File: config.mk
export PLATFORM = sky130hd
export DESIGN_NAME = loop_buffer_ctrl
export DESIGN_NICKNAME = d
export VERILOG_FILES = /design/src/rtl/loop_buffer_ctrl.sv
export SDC_FILE = /design/constraint.sdc
export NUM_CORES = 2
export LEC_CHECK = 0
export ABC_AREA = 1
export BUFFER_PORTS_ARGS = -buffer_cell sky130_fd_sc_hd__buf_2
export CAP_MARGIN = 40
export CORE_MARGIN = 10
export CORE_UTILIZATION = 50
export CTS_BUF_LIST = sky130_fd_sc_hd__clkbuf_4
export DETAILED_ROUTE_END_ITERATION = 16
export HOLD_SLACK_MARGIN = 0.05
export PLACE_DENSITY = 0.66
export SKIP_LAST_GASP = 1
export SYNTH_ARGS = -nofsm -noshare
export SYNTH_HDL_FRONTEND = slang
export SYNTH_SLANG_ARGS = --single-unit
File: constraint.sdc
create_clock -name clk -period 6.55 [get_ports clk]
set_clock_uncertainty 0.2 [all_clocks]
set_input_delay 1.31 -clock clk [delete_from_list [all_inputs] [get_ports clk]]
set_output_delay 1.31 -clock clk [all_outputs]
set_load 0.01 [all_outputs]
File: src/rtl/loop_buffer_ctrl.sv
// Loop buffer controller: captures a short backward-branch loop from the fetch
// stream, then replays it from a local buffer while fetch is suppressed.
module loop_buffer_ctrl #(
   parameter int DEPTH          = 32,
   parameter int MAX_LOOP_BYTES = 128,
   localparam int AW            = $clog2(DEPTH)
) (
   input  logic          clk,
   input  logic          reset,
   input  logic          valid_in,
   input  logic [31:0]   curr_PC,
   input  logic [31:0]   instruction,
   input  logic [31:0]   immediate,
   input  logic          bubble_idex,
   input  logic          mispredict,
   output logic          block_signal,
   output logic          flush,
   output logic [31:0]   new_pc,
   output logic [31:0]   out_instruction,
   output logic          out_valid,
   output logic [AW:0]   loop_len,
   output logic [1:0]    dbg_state,
   output logic [AW-1:0] dbg_rd_ptr
);

   // Handshake: valid_in qualifies curr_PC/instruction/immediate with no backpressure;
   // out_valid qualifies out_instruction, and bubble_idex=1 holds it for another cycle.
   typedef enum logic [1:0] {TRACK = 2'd0, CAPTURE = 2'd1, ARM = 2'd2, REPLAY = 2'd3} state_t;

   localparam logic [6:0] OP_BRANCH = 7'b1100011;
   localparam logic [6:0] OP_JAL    = 7'b1101111;
   localparam logic [6:0] OP_JALR   = 7'b1100111;

   state_t        state;
   logic [31:0]   br_pc;
   logic [31:0]   tgt_pc;
   logic [AW-1:0] wr_ptr;
   logic [AW-1:0] rd_ptr;
   logic [AW-1:0] rd_next;
   logic [AW-1:0] rd_addr;
   logic [31:0]   buffer [DEPTH];
   logic [6:0]    opcode;
   logic [31:0]   neg_imm;
   logic [31:0]   exp_pc;
   logic          is_cf;
   logic          is_candidate;
   logic          cap_match;
   logic          cap_write;

   always_comb begin
      opcode       = instruction[6:0];
      neg_imm      = 32'd0 - immediate;
      is_cf        = (opcode == OP_BRANCH) || (opcode == OP_JAL) || (opcode == OP_JALR);
      is_candidate = valid_in && ((opcode == OP_BRANCH) || (opcode == OP_JAL)) && immediate[31]
                     && (neg_imm >= 32'd4) && (neg_imm <= 32'(MAX_LOOP_BYTES));
      exp_pc       = tgt_pc + {{(30-AW){1'b0}}, wr_ptr, 2'b00};
      cap_match    = (state == CAPTURE) && valid_in && !mispredict && (curr_PC == exp_pc);
      cap_write    = cap_match && ((curr_PC == br_pc) || !is_cf);
      rd_next      = (({1'b0, rd_ptr} + 1'b1) == loop_len) ? '0 : rd_ptr + 1'b1;
      // ARM primes entry 0; REPLAY prefetches the entry shown after the next advance.
      rd_addr      = (state == REPLAY) ? rd_next : '0;
   end

   assign flush      = (state == REPLAY) && mispredict;
   assign dbg_state  = state;
   assign dbg_rd_ptr = rd_ptr;

   always_ff @(posedge clk) begin
      if (cap_write) buffer[wr_ptr] <= instruction;
   end

   always_ff @(posedge clk or negedge reset) begin
      if (!reset) begin
         state           <= TRACK;
         br_pc           <= '0;
         tgt_pc          <= '0;
         wr_ptr          <= '0;
         rd_ptr          <= '0;
         loop_len        <= '0;
         new_pc          <= '0;
         out_instruction <= '0;
         block_signal    <= 1'b0;
         out_valid       <= 1'b0;
      end else begin
         case (state)
            TRACK: begin
               if (is_candidate && !mispredict) begin
                  br_pc  <= curr_PC;
                  tgt_pc <= curr_PC + immediate;
                  wr_ptr <= '0;
                  state  <= CAPTURE;
               end
            end
            CAPTURE: begin
               if (mispredict) begin
                  state <= TRACK;
               end else if (valid_in) begin
                  if (curr_PC != exp_pc) begin
                     state <= TRACK;
                  end else if (curr_PC == br_pc) begin
                     loop_len     <= {1'b0, wr_ptr} + 1'b1;
                     new_pc       <= br_pc + 32'd4;
                     block_signal <= 1'b1;
                     state        <= ARM;
                  end else if (is_cf) begin
                     state <= TRACK;
                  end else if (wr_ptr == AW'(DEPTH - 1)) begin
                     // Buffer full and the closing branch still not seen.
                     state <= TRACK;
                  end else begin
                     wr_ptr <= wr_ptr + 1'b1;
                  end
               end
            end
            ARM: begin
               if (mispredict) begin
                  block_signal <= 1'b0;
                  state        <= TRACK;
               end else begin
                  rd_ptr          <= '0;
                  out_instruction <= buffer[rd_addr];
                  out_valid       <= 1'b1;
                  state           <= REPLAY;
               end
            end
            REPLAY: begin
               if (mispredict) begin
                  block_signal <= 1'b0;
                  out_valid    <= 1'b0;
                  rd_ptr       <= '0;
                  state        <= TRACK;
               end else if (!bubble_idex) begin
                  rd_ptr          <= rd_next;
                  out_instruction <= buffer[rd_addr];
               end
            end
            default: state <= TRACK;
         endcase
      end
   end

endmodule

==> flow_metrics.py <==
metrics = {
    "routing": {
        "wl_per_cell_um": 22.1,
        "wl_um": 179000,
        "first_pass_iters": 10,
        "drtAntennaViolNets": 0,
        "drtIter0Drc": 5125,
        "vias_per_cell": 5.65,
        "routed-via-count": 45800,
        "route.detailed.drc": 0,
    },
    "clock_tree": {
        "cts_tree": "yes",
        "cts.sinks": 1172,
        "clock_path_buffers": 4,
        "htree_levels": 5,
        "clkSlewWorstSetupHoldPaths_ps": 60,
        "numCtsBuffers": 328,
        "insertion_delay_ps": 1200,
        "cts_root_buffer": "clkbuf_4",
    },
    "die": {
        "rows": 124,
        "die_h_um": 359,
        "dieArea_mm2": 0.129,
        "ios": 181,
        "coreArea_mm2": 0.114,
        "die_w_um": 359,
        "initial_core_util_pct": 50.3,
    },
    "worst_hold_path": {
        "hp-class": "register to register",
    },
    "sta": {
        "slew_violations": 0,
        "fin_crit_sh_pct": 78.5,
        "grt_setup_unrepaired": "false",
        "setup_viol": 0,
        "relSlewSlack_pct": 28.9,
        "max_freq_mhz": 194,
        "worst_slew_pin_slew_ps": 1070,
        "hold_viol": 0,
        "whs_ps": 270,
        "setup_tns_ps": 0,
        "period_minus_slack_ps": 5140,
    },
    "synth": {
        "synth-compound-area-share_pct": 2.05,
        "avgSynthCellArea_um2": 9.38,
        "yosys.area_share.simple_pct": 24.7,
        "async_flop_share_pct": 12.6,
        "yosysTopAreaCellShare_pct": 53.5,
        "syn-instance-count": 6131,
        "netlist_area_mm2": 0.0575,
        "yosysSeqAreaShare_pct": 59.9,
        "synth_fa_ha_area_share_pct": 1.01,
        "synthTopCellsByCount": "inv_1 (1235), nand2_1 (1097), nand3_1 (1076), edfxtp_1 (1024), nand4_1 (548)",
        "yosysMostFrequentCell": "inv_1",
        "synth_top_family_by_area": "simple AND/OR/NAND/NOR gates",
        "postSynthNetCount": 6277,
        "yosysUniqueCellTypes": 52,
        "synth_area_leaders": "edfxtp_1 (53%), nand3_1 (9.4%), inv_1 (8.1%)",
        "muxShareOfSynthArea_pct": 0,
        "yosysTopAreaCell": "edfxtp_1",
        "synth_xor_area_share_pct": 1.56,
        "ys_ff_latch": 1172,
        "ys_warn_count": 0,
        "synth_edf_count": 1024,
        "synth_ff_type": "edfxtp_1",
    },
    "critical_path": {
        "end_kind": "register",
        "critPathTopFamily": "simple AND/OR/NAND/NOR gates",
        "critPathMaxFanout": 41,
        "max_stage_delay_ps": 640,
        "cp.buffers_inverters": 3,
        "crit_top_cell": "nand2_1",
        "startpoint_type": "register",
        "crit_arrival_ps": 5740,
        "cp_cell_sequence": "ha_1 -> nand2_1 -> nand3_1 -> nand2_1 -> nand2_1 -> nand2_1 -> nand2_1 -> nand2_1 -> nand2_1 -> nand2_1 -> nor2_1 -> nand3_1 -> nor2_2 -> nand4_2 -> clkinv_2 -> buf_4 -> nand4_4 -> nor2_4 -> buf_4",
        "path_class": "register to register",
        "cp_slowest_cell": "nor2_4",
        "worst-r2r-setup-slack_ps": 1410,
        "crit_required_ps": 7150,
    },
    "final_layout": {
        "drive_gt1_share_pct": 13.0,
        "fillers": 10200,
        "layout.nets": 6525,
        "syn_to_final_growth_pct": 11.5,
        "seq_area_mm2": 0.0345,
        "multiInputGateArea_mm2": 0.0172,
    },
    "global_route": {
        "grt_start_max_net_pins": 198,
        "grt_pass1_vias": 44000,
        "overflow": 0,
        "grt.total_usage_pct": 26.8,
        "antenna_found_initial": 9,
        "grt_pass1_wl_um": 269000,
    },
    "power": {
        "ir_drop_v": 0.000142,
        "powerDensity_mw_per_mm2": 246,
        "total_leakage_power_nw": 28.6,
    },
    "run": {
        "maxCapViolCount": 0,
    },
    "status": {
        "status": "completed",
    },
    "place": {
        "numPortBuffers": 180,
        "place_congestion": 0.964,
        "dp_hpwl_um": 109000,
    },
}
-- cells by family (layout without fill, tap and decap cells) --
logic type,Yosys count,in the layout
AND/OR/NAND/NOR,2997,2997
flip-flops,1172,1172
buffers and inverters,1603,2057
other,0,3
AO/OA/AOI/OAI,213,213
adder cells (fa/ha/maj),45,45
XOR/XNOR,101,101
-- registers in the layout (all words and copies together), names as in the netlist --
register         count
dbg_state            2
loop_len             6
dbg_rd_ptr           5
wr_ptr               5
br_pc               32
out_valid            1
tgt_pc              32
block_signal         1
out_instruction     32
new_pc              32
buffer            1024
-- repair_timing --
action	4_1_cts	5_1_grt
setup buffers	0	0
resized for setup	0	0
hold buffers	1	0
endpoints found under the hold margin	70	0
-- routing by layer --
metal	GRT usage (%)	vias up	part of all wire, %
li1	-	21200	-
met1	36.2	22000	41
met2	42.2	2231	47
met3	5.64	317	9.0
met4	10.1	4	3.0
met5	0	-	0.016
-- worst register-to-register path: stages (launching register included) --
cell      delay, ps
dfrtp_1         510
ha_1            480
nand2_1         110
nand3_1         160
nand2_1          90
nand2_1         220
nand2_1          90
nand2_1          90
nand2_1          50
nand2_1          50
nand2_1         100
nor2_1          150
nand3_1         150
nor2_2          180
nand4_2         150
clkinv_2        120
buf_4           390
nand4_4         380
nor2_4          640
buf_4           430
-- worst paths after layout --
path	from	to	depth (start not counted)
worst max-delay path	wr_ptr[2]$_DFFE_PN0P_	buffer[21][11]$_DFFE_PP_	19
worst min register to register	new_pc[19]$_DFFE_PN0P_	new_pc[19]$_DFFE_PN0P_	2
worst min-delay path	new_pc[19]$_DFFE_PN0P_	new_pc[19]$_DFFE_PN0P_	2
min in group asynchronous	reset	new_pc[5]$_DFFE_PN0P_	2
worst max register to register	wr_ptr[2]$_DFFE_PN0P_	buffer[21][11]$_DFFE_PP_	19
max in group asynchronous	reset	tgt_pc[20]$_DFFE_PN0P_	3
-- layout by cell type (no fill, tap or decap), types with 21 or more instances in the layout --
cell type,n
a21oi_1,35
buf_2,179
buf_4,74
clkbuf_4,477
clkinv_1,44
dfrtp_1,148
edfxtp_1,1024
ha_1,43
inv_1,1231
nand2_1,1097
nand3_1,1073
nand4_1,548
nor2_1,167
nor2_4,36
nor3_1,21
o21ai_0,123
xnor2_1,46
xor2_1,54
-- final cells by class --
type | instances | share of cell area, %
clock buffer | 477 | 5.59
tap | 1512 | 2.95
timing repair buffer | 279 | 3.13
antenna | 3 | 0.0117
clock inverter | 59 | 0.470
inverter | 1242 | 7.32
multi-input combinational | 3356 | 26.8
sequential | 1172 | 53.7
-- power by group --
| group | total [mW] | switching, mW | internal [mW] |
|---|---|---|---|
| sequential | 8.22 | 0.0543 | 8.17 |
| combinational | 1.16 | 0.890 | 0.267 |
| clock | 6.43 | 3.04 | 3.38 |
-- through the flow --
step	utilization (%)	power (mW)	instance area (µm²)	instances	setup WS (ps)
after floorplan	-	8.98	57500	6131	1740
after global placement	52.5	9.50	60000	7552	1320
after detailed placement	52.7	9.51	60200	7560	1250
after CTS	56.1	15.9	64100	8097	1380
after global routing	56.1	16.4	64100	8099	1040
final	56.1	15.8	64100	8100	1410
Note: power is estimated with default switching activity, not from simulation.
